$ cat src/rtl/alu_seq_control.sv
// rtl/alu_seq_control.sv - one-hot control sequencer for the multi-cycle A/Q/M ALU
module alu_seq_control #(
  parameter int WIDTH = 8,
  parameter int CNT_W = $clog2(WIDTH)
) (
  input  logic        clk,
  input  logic        rst,
  input  logic        start,
  input  logic [1:0]  sel,
  input  logic        q_0,
  input  logic        q_min1,
  input  logic        sign,
  input  logic        div_zero,
  output logic [12:0] c,
  output logic        finish,
  output logic        busy,
  output logic        done,
  output logic        err
);

  localparam logic [14:0] S_IDLE   = 15'h0001;
  localparam logic [14:0] S_LD_AS  = 15'h0002;
  localparam logic [14:0] S_LD_MUL = 15'h0004;
  localparam logic [14:0] S_LD_DIV = 15'h0008;
  localparam logic [14:0] S_INIT   = 15'h0010;
  localparam logic [14:0] S_ADD    = 15'h0020;
  localparam logic [14:0] S_SUB    = 15'h0040;
  localparam logic [14:0] S_DSHIFT = 15'h0080;
  localparam logic [14:0] S_MSHIFT = 15'h0100;
  localparam logic [14:0] S_DCNT   = 15'h0200;
  localparam logic [14:0] S_MCNT   = 15'h0400;
  localparam logic [14:0] S_CORR   = 15'h0800;
  localparam logic [14:0] S_OUT_LO = 15'h1000;
  localparam logic [14:0] S_OUT_HI = 15'h2000;
  localparam logic [14:0] S_ERR    = 15'h4000;

  logic [14:0]      state;
  logic [14:0]      state_n;
  logic [1:0]       sel_q;
  logic [CNT_W-1:0] cnt;
  logic             is_as;
  logic             is_mul;
  logic             last;
  logic [14:0]      booth_next;

  // Operation class comes from the sel latched at start, never the live input.
  assign is_as  = ~sel_q[1];
  assign is_mul = (sel_q == 2'b10);
  assign last   = (cnt == CNT_W'(WIDTH - 1));

  // Radix-2 Booth step: 10 subtracts M, 01 adds M, 00/11 shift straight away.
  assign booth_next = (q_0 & ~q_min1) ? S_SUB :
                      (~q_0 & q_min1) ? S_ADD : S_MSHIFT;

  // State register; reset aborts any operation on the edge it is seen.
  always_ff @(posedge clk) begin
    if (rst) state <= S_IDLE;
    else     state <= state_n;
  end

  // Next-state decode; any vector not in the item list (multi-hot, all-zero) falls to IDLE.
  always_comb begin
    state_n = S_IDLE;
    case (state)
      S_IDLE: begin
        if (!start)      state_n = S_IDLE;
        else if (!sel[1]) state_n = S_LD_AS;
        else if (sel[0])  state_n = S_LD_DIV;
        else              state_n = S_LD_MUL;
      end
      S_LD_AS, S_LD_MUL, S_LD_DIV: state_n = S_INIT;
      S_INIT: begin
        if (is_as)       state_n = sel_q[0] ? S_SUB : S_ADD;
        else if (is_mul) state_n = booth_next;
        else if (div_zero) state_n = S_ERR;
        else             state_n = sign ? S_ADD : S_SUB;
      end
      S_ADD, S_SUB: begin
        if (is_as)       state_n = S_OUT_LO;
        else if (is_mul) state_n = S_MSHIFT;
        else             state_n = S_DSHIFT;
      end
      S_MSHIFT: state_n = S_MCNT;
      S_DSHIFT: state_n = S_DCNT;
      S_MCNT:   state_n = last ? S_OUT_LO : booth_next;
      S_DCNT: begin
        if (last) state_n = sign ? S_CORR : S_OUT_LO;
        else      state_n = sign ? S_ADD : S_SUB;
      end
      S_CORR:   state_n = S_OUT_LO;
      S_OUT_LO: state_n = is_as ? S_IDLE : S_OUT_HI;
      S_OUT_HI: state_n = S_IDLE;
      S_ERR:    state_n = S_IDLE;
      default:  state_n = S_IDLE;
    endcase
  end

  // Operation context: latched sel, iteration count, done pulse and sticky error.
  always_ff @(posedge clk) begin
    if (rst) begin
      sel_q <= 2'b00;
      cnt   <= '0;
      done  <= 1'b0;
      err   <= 1'b0;
    end else begin
      done <= ((state == S_OUT_LO) || (state == S_OUT_HI) || (state == S_ERR)) &&
              (state_n == S_IDLE);
      if ((state == S_IDLE) && start) begin
        sel_q <= sel;
        cnt   <= '0;
        err   <= 1'b0;
      end else begin
        if ((state == S_MCNT) || (state == S_DCNT)) cnt <= cnt + CNT_W'(1);
        if (state == S_ERR) err <= 1'b1;
      end
    end
  end

  // Strobe decode; SUB drives the adder strobe as well as the subtract select.
  always_comb begin
    c      = '0;
    finish = (state == S_IDLE);
    busy   = (state != S_IDLE);
    case (state)
      S_LD_AS:  c[0]  = 1'b1;
      S_LD_MUL: c[1]  = 1'b1;
      S_LD_DIV: c[2]  = 1'b1;
      S_INIT:   c[3]  = 1'b1;
      S_ADD:    c[4]  = 1'b1;
      S_SUB:    c[5:4] = 2'b11;
      S_DSHIFT: c[6]  = 1'b1;
      S_MSHIFT: c[7]  = 1'b1;
      S_DCNT:   c[8]  = 1'b1;
      S_MCNT:   c[9]  = 1'b1;
      S_CORR:   c[10] = 1'b1;
      S_OUT_LO: c[11] = 1'b1;
      S_OUT_HI: c[12] = 1'b1;
      default:  c     = '0;
    endcase
  end

endmodule

$ cat config.mk
export PLATFORM = sky130hd
export DESIGN_NAME = alu_seq_control
export DESIGN_NICKNAME = d
export VERILOG_FILES = /design/src/rtl/alu_seq_control.sv
export SDC_FILE = /design/constraint.sdc
export NUM_CORES = 1
export LEC_CHECK = 0
export CAP_MARGIN = 20
export CELL_PAD_IN_SITES_DETAIL_PLACEMENT = 1
export CELL_PAD_IN_SITES_GLOBAL_PLACEMENT = 2
export CORE_MARGIN = 5
export CORE_UTILIZATION = 28
export CTS_CLUSTER_DIAMETER = 80
export DETAILED_ROUTE_END_ITERATION = 12
export HOLD_SLACK_MARGIN = 0.02
export PLACE_DENSITY_LB_ADDON = 0.1
export SLEW_MARGIN = 10
export SYNTH_ARGS = -nofsm -noshare
export SYNTH_HDL_FRONTEND = slang
export SYNTH_SLANG_ARGS = --single-unit
$ cat constraint.sdc
create_clock -name clk -period 2.95 [get_ports clk]
set_input_delay 0.4425 -clock clk [delete_from_list [all_inputs] [get_ports clk]]
set_output_delay 0.4425 -clock clk [all_outputs]
set_load 0.02 [all_outputs]
==> results of run 1 <==
[per-layer routing]
| layer | vias to the layer above | wire length [µm] |
|---|---|---|
| met5 | - | 0 |
| met4 | 0 | 51 |
| met3 | 5 | 109 |
| met2 | 18 | 2080 |
| met1 | 656 | 1980 |
| li1 | 669 | - |
[where the power goes]
group | total, mW | switching, mW | internal (mW) | leakage (nW)
sequential | 0.317 | 0.0138 | 0.303 | 0.178
combinational | 0.139 | 0.0754 | 0.0636 | 0.598
clock | 0.194 | 0.102 | 0.0914 | 0.0216
total | 0.650 | 0.191 | 0.458 | 0.798
[placed cells by master (no fill, tap or decap), types with 4 or more instances in the layout]
cell type        Yosys  routed
dlygate4sd2_1        0       5
nand3_1              5       5
o21ai_0              8       8
nor4b_1              7       7
a21oi_1              5       5
clkdlybuf4s50_1      0      17
mux2i_1              4       4
dfxtp_1             22      21
nand2_1             12      12
ha_1                 4       4
nor3_1              11      10
xor2_1               4       4
inv_1                9       9
nor2_1              19      19
buf_4                2      12
[state kept, by name, summed over array words and instances, names as in the netlist]
register,count
done,1
cnt,3
state,15
err,1
sel_q,2
[cell type report]
cell class / instances / area [µm²] / share of cell area (%)
Clock buffer: 3 / 41.3 / 2.29
Multi-Input combinational cell: 125 / 860 / 47.7
Inverter: 9 / 33.8 / 1.87
Tap cell: 67 / 83.8 / 4.65
Sequential cell: 22 / 442 / 24.5
Timing Repair Buffer: 37 / 342 / 19.0
[what timing repair did]
item,CTS,global route
endpoints found under the setup margin,6,5
gates resized for setup,7,5
buffers inserted,0,0
[logic make-up after synthesis]
group                      Yosys count
AOI/OAI and AO/OA                   21
xor gates and xnor gates             7
adders and majority gates            4
buffers and inverters               20
DFF                                 22
muxes                                4
and+or+nand+nor                     89
[worst min-delay path, stage by stage, from the launching register on]
cell     delay, ns
dfxtp_1       0.34
a41oi_1       0.05
nor2_1        0.08
[worst max path at each step]
stage / start / to / slack, ns
after floorplan: state[5] / c[10] / 0.37
after global placement: state[8] / c[0] / 0.21
after detailed placement: state[8] / c[1] / 0.12
after CTS: state[11] / c[8] / 0.05
after global routing: state[9] / c[4] / 0.01
final: state[9] / c[4] / 0.14
[per-stage QoR]
step	util, %	setup slack (ns)
global route	37.9	0.0109
detailed placement	36.7	0.120
global placement	36.7	0.214
finish	37.9	0.137
CTS	37.5	0.0457
floorplan	-	0.372
==> impl_results.md, run 1 <==
* Status: completed
* Worst Path Arrival at 2.37 ns
* Placer congestion estimate at ~0.9
* Fin Clk Skew at ~0.0022 ns
* Power density cells at between 300 and 400 nW/µm²
* Dominant cells by area after synthesis: dfxtp_1 32%, nor2_1 5.2%, nor4b_1 4.5%
* Crit Path Class: reg -> out
* Static Leak at around 0.8 nW
* CP Launch Type: register
* Post-route ant nets at 0
* Synth Area in XOR/XNOR at 4.45%
* H-tree Lvls at 1
* Largest family of logic cells by synthesized area: simple AND/OR/NAND/NOR gates
* Vias/cell at approximately 5.1
* Slew headroom at between 70% and 80%
* Tot Pwr at 650 µW
* F_max at 355 MHz
* GRT Overall Usage at about 14%
* Die Y-Extent at between 80 and 90 µm
* Final setup fails at 0
* CP cell instances: or4_4 > nor4_2 > nand3_1 > inv_1 > clkdlybuf4s50_1
* MaxCap Viol Count at 0
* Critical-path top delay cell: clkdlybuf4s50_1
* Buf/Inv on CP at 2
* Met2 Use GR at 24.2%
* # IOs at 26
* Net Count, Synth at 180
* Largest net degree at the start of global routing at 16
* Most area-hungry cell type in the Yosys netlist: dfxtp_1
* Final cell count without fillers at between 200 and 300
* Row count at 25
* Crit-path max cell delay at 0.61 ns
* CTS tree: yes
* CP max FO at 8
* Final Max Slew Viols at 0
* RSZ-0062 raised after global routing: false
* WP depth at 5
* Drt wl/cell at between 15 and 20 µm
* Count leader, synth: dfxtp_1
* Async set or reset register ratio after synthesis at 0%
* Worst Hold Path EP: err
* Netlist cell types at 45
* TritonCTS buffer count at 3
* Post-synth top cells: 22 x dfxtp_1, 19 x nor2_1, 12 x nand2_1, 11 x nor3_1, 9 x inv_1
* Top-area cell type share of the netlist area at between 30% and 40%
* Worst vdd ir at approximately 160 µV
* Hold Startpoint: err
* First-pass GRT wire length at roughly 7.0 mm
* Met1 usage at between 10% and 20%
* Reg2reg path depth at 5
* Fill cells at 585
* CTS clk-pin slew, worst paths at 0.08 ns
* Number of global-route vias before repair at 1404
* Simple-gate share of the synthesized area at just under 40%
* Final period util at between 90% and 100%
* Grt peak-use layer: met2
* Core ar. at between 4000 and 5000 µm²
* Clk root buf: clkbuf_8
* CP Capture Type: output pin
* Area delta synth->final at 30.8%
* Detailed Routing Iterations Pass 1 at 4
* Placed Cells at 260
* Hold Fails Final Rpt at 0
* Ys flop type: dfxtp_1
* Met3 Usage GRT at 1.68%
* # hold bufs at CTS at 0
* Post-Syn Area at about 1400 µm²
* Post-route cell area at between 1500 and 2000 µm²
* Hold path depth at 2
* # clock sinks at 22
* FF-to-FF Start: state[9]
* DRC Markers at 0
* Worst-margin pin slew at between 0.3 and 0.4 ns
* Final worst path period need at between 2 and 3 ns
* Adder-cell area share of the yosys netlist at 3.63%
* Mux cell area share after synthesis at between 2 and 3%
* CTS Buffer Depth at 2
* Die X at ~80 µm
* Port Buffer Count at 25
* Post-DP HPWL at roughly 3.4 mm
* Top Family by Delay on Critical Path: simple AND/OR/NAND/NOR gates
* Final setup TNS at 0 ns
* Syn. warnings at 0
* Sequential area share after synthesis at a little under a third
* Via count at 1348
* Starting Density at between 20 and 30%
* FF+latch count, synth at 22
* Ant. Diodes at 0
* R2R setup slack at 0.82 ns
* Reg2reg end: state[0]
* Mapped Cells at between 150 and 200
* Cell area after placement at 1740 µm²
* Initial antenna violation count at 0
* NumNets Final at 211
* WHS at 0.497 ns
* Hold Crit Class: reg -> reg
* Overflow after GRT at 0
* Clk Latency, worst-skew pair at between 0.2 and 0.3 ns
* Post-synthesis compound-gate area fraction at between 10% and 20%
* Final WL at about 4.2 mm
* DRT iter0 DRCs at between 80 and 90
* Layout cell share with drive strength beyond 1 at between 10% and 20%
* Post-synth EDFFs at 0
* CP Data Required Time at between 2 and 3 ns
* Avg Cell Area, Syn at between 8 and 9 µm²
* Die area at roughly 6400 µm²
No activity file was read; power rests on OpenSTA's default activity.
==> run 2, diff against run 1 <==
- SLEW_MARGIN: 10 -> 20
==> results of run 2 <==
Final layout, timing and power as in run 1 (identical DEF).
==> run 3, diff against run 2 <==
- ABC_AREA: default -> 0
==> results of run 3 <==
Final layout, timing and power as in run 1 (identical DEF).
==> variant: new RTL, config.mk and constraints of run 3 <==
Make the reset (`rst`) asynchronous in 2 clocked blocks.
--- a/src/rtl/alu_seq_control.sv
+++ b/src/rtl/alu_seq_control.sv
@@ -53,7 +53,7 @@
                       (~q_0 & q_min1) ? S_ADD : S_MSHIFT;
 
   // State register; reset aborts any operation on the edge it is seen.
-  always_ff @(posedge clk) begin
+  always_ff @(posedge clk or posedge rst) begin
     if (rst) state <= S_IDLE;
     else     state <= state_n;
   end
@@ -96,7 +96,7 @@
   end
 
   // Operation context: latched sel, iteration count, done pulse and sticky error.
-  always_ff @(posedge clk) begin
+  always_ff @(posedge clk or posedge rst) begin
     if (rst) begin
       sel_q <= 2'b00;
       cnt   <= '0;
Function: differs if rst is asserted again (counterexample within 4 cycles, from zero or initial values and one cycle with rst high); with rst held inactive, the same outputs for 10 cycles.
==> variant against run 3 <==
  * Critical endpoint is now c[2]
  * Setup slack got worse by 0.064 ns
  * Routed wire length fell by 8.8%
  * Design area rose by 2.2%
  * Sequential share of layout area rose by 5.5 points
  * Count of clock-buffer cells in the layout did not move
  * First-iteration DRC count fell by 59%
  * Sequential cell count did not move
  * Synthesized area fell by 1.9%
Power is not compared: it rests on default switching activity, and its combinational part moved more than twofold at a synthesized area within 25%.
==> variant: results (changes against run 3) <==
Synth
  – Post-synthesis sequential area ratio: 40.83% (+8.9 points)
  – Share of synthesized registers carrying an async set or reset: 100.0% (+100 points)
  – Synth area leaders: dfrtp_1 (39%), nor2_1 (7.2%), ha_1 (3.7%), nor4_4 (3.1%), nor3_1 (2.6%)
  – Main synth FF type: dfrtp_1
  – Synthesized instance count: 144 (-14%)
  – Commonest cells post-synth: nor2_1 (26), dfrtp_1 (21), nand2_1 (9)
  – Mapped Nets: 157 (-13%)
  – Synth Warn #: 0 (unchanged)
  – Synth unique cells: 46 (+2.2%)

Final layout
  – ANT cells: 0 (unchanged)
  – Biggest regs: state: 15 flops, cnt: 3 flops, sel_q: 2 flops
  – Final #Nets: 194 (-8.1%)
  – Share of post-route cells with drive strength above 1: 16.11% (+0.29 points)

Global routing
  – Vias in the first global route: 1,296 (-7.7%)
  – Largest net degree at the start of global routing: 23 (+7)
  – Overall Global Routing Usage: 12.89% (-0.94 points)
  – Initial antenna violation count: 0 (unchanged)
  – Global-route wire length before repair: 6.292 mm (-9.7%)

Detailed routing
  – Iter 0 DRT Violations: 35 (-59%)
  – Final wirelength: 3.844 mm (-8.8%)
  – Pre-Repair DR Iteration Count: 4 (unchanged)
  – Via count: 1,206 (-11%)
  – Routed vias/inst: 5.154 (+0.55%)

Power and ir drop
  – Peak VDD IR: between 0.0002 and 0.00025 V
  – P_leak: between 0.9 and 1 nW

Clocking
  – Max Root-Sink Buffers: 2 (unchanged)
  – CTS Buf Count: 3 (unchanged)
  – CTS clk-pin slew, worst paths: 0.08 ns (about the same)
  – Worst-skew pair later-pin latency: 0.27 ns

Placed design
  – PortBufs: 25 (unchanged)
  – Post-DP HPWL: 3.017 mm (-11%)
  – Routability cong.: 0.7589 (-15%)
  – Placed cell count: 225 (-13%)
  – Place WS: 0.2017 ns (+0.08179 ns)

Setup path
  – CP Capture Point: c[2]
  – Crit-path max FO: 7 (-1)
  – Start point of the critical path: state[9]
  – R2r startpoint: state[1]
  – Depth of the worst register-to-register path: 7 (+2)
  – Data arrival, critical path: 2.43 ns (+0.06 ns)
  – Reg2reg setup slack: 0.86 ns (+0.04 ns)
  – Capture point of the worst reg-to-reg path: cnt[1]

STA
  – Max-Slew Margin vs Limit: 41.88% (-32 points)
  – Max frequency: 347.6 MHz (-2.2%)
  – Clk_skew: 0.002586 ns (+0.0003702 ns)

Status
  – Status: finished, final reports clean
variant: cell count changes after synthesis, moves of 3 or more:
cell,delta
nor3_1,-4
dfxtp_1,-22
o21ai_0,-4
or4_1,-4
nor2_1,+7
and3_1,+3
dfrtp_1,+21
nor4b_1,-5
nand2_1,-3
nand4_1,-3
clkbuf_1,-6
variant: timing repair:
action | 4_1_cts | 5_1_grt
buffers inserted | 2 | 3
pin swaps | 1 | 2
endpoints found under the setup margin | 5 | 6
resized for setup | 3 | 9
variant: worst max-delay path, stage by stage, from the launching register on:
cell and delay [ns]:
dfrtp_1 0.49, nor4_4 0.36, nand2_2 0.12, nor3b_4 0.27
nand2b_1 0.11, nor3b_1 0.19, clkdlybuf4s50_1 0.63
variant: logic make-up after synthesis:
family                     share of synthesized area [%]
DFF                                                40.83
and+or+nand+nor                                    35.19
buffers and inverters                              3.519
muxes                                              2.315
adders and majority gates                          3.704
AOI/OAI and AO/OA                                  10.56
xor gates and xnor gates                           3.889
variant: how the worst min path moves through the flow:
stage	startpoint	endpoint	slack (ns)	depth (start not counted)
global route	err	err	0.56	2
CTS	err	err	0.53	2
finish	err	err	0.51	2
global placement	err	err	0.48	2
floorplan	rst	cnt[0]	0.43	1
detailed placement	err	err	0.51	2
variant: metrics by stage:
step / area [µm²] / power, W
2_1_floorplan: 1351 / 0.0007158
3_3_place_gp: 1685 / 0.0009078
3_5_place_dp: 1685 / 0.0009186
4_1_cts: 1782 / 0.001224
5_1_grt: 1841 / 0.001335
6_report: 1841 / 0.001249
variant: power by group:
group	total (W)	switching, W	internal [W]
Clock	0.000287	0.000106	0.000181
Combinational	0.000545	0.000292	0.000253
Sequential	0.000416	0.0000747	0.000342
variant: cell type report:
type / instances / area [µm²]
Tap cell: 54 / 67.56
Clock inverter: 1 / 30.03
Clock buffer: 3 / 41.29
Timing Repair Buffer: 35 / 336.6
Sequential cell: 22 / 551.8
Multi-Input combinational cell: 112 / 787.0
Inverter: 7 / 26.28
Fill cell: 553 / 2851
variant: layer usage:
metal  part of all wire [%]  global-route usage, %
met1                     45                  15.79
met2                     50                  21.79
met3                    3.8                  2.935
met4                    1.0                  4.983
met5                      0                      0
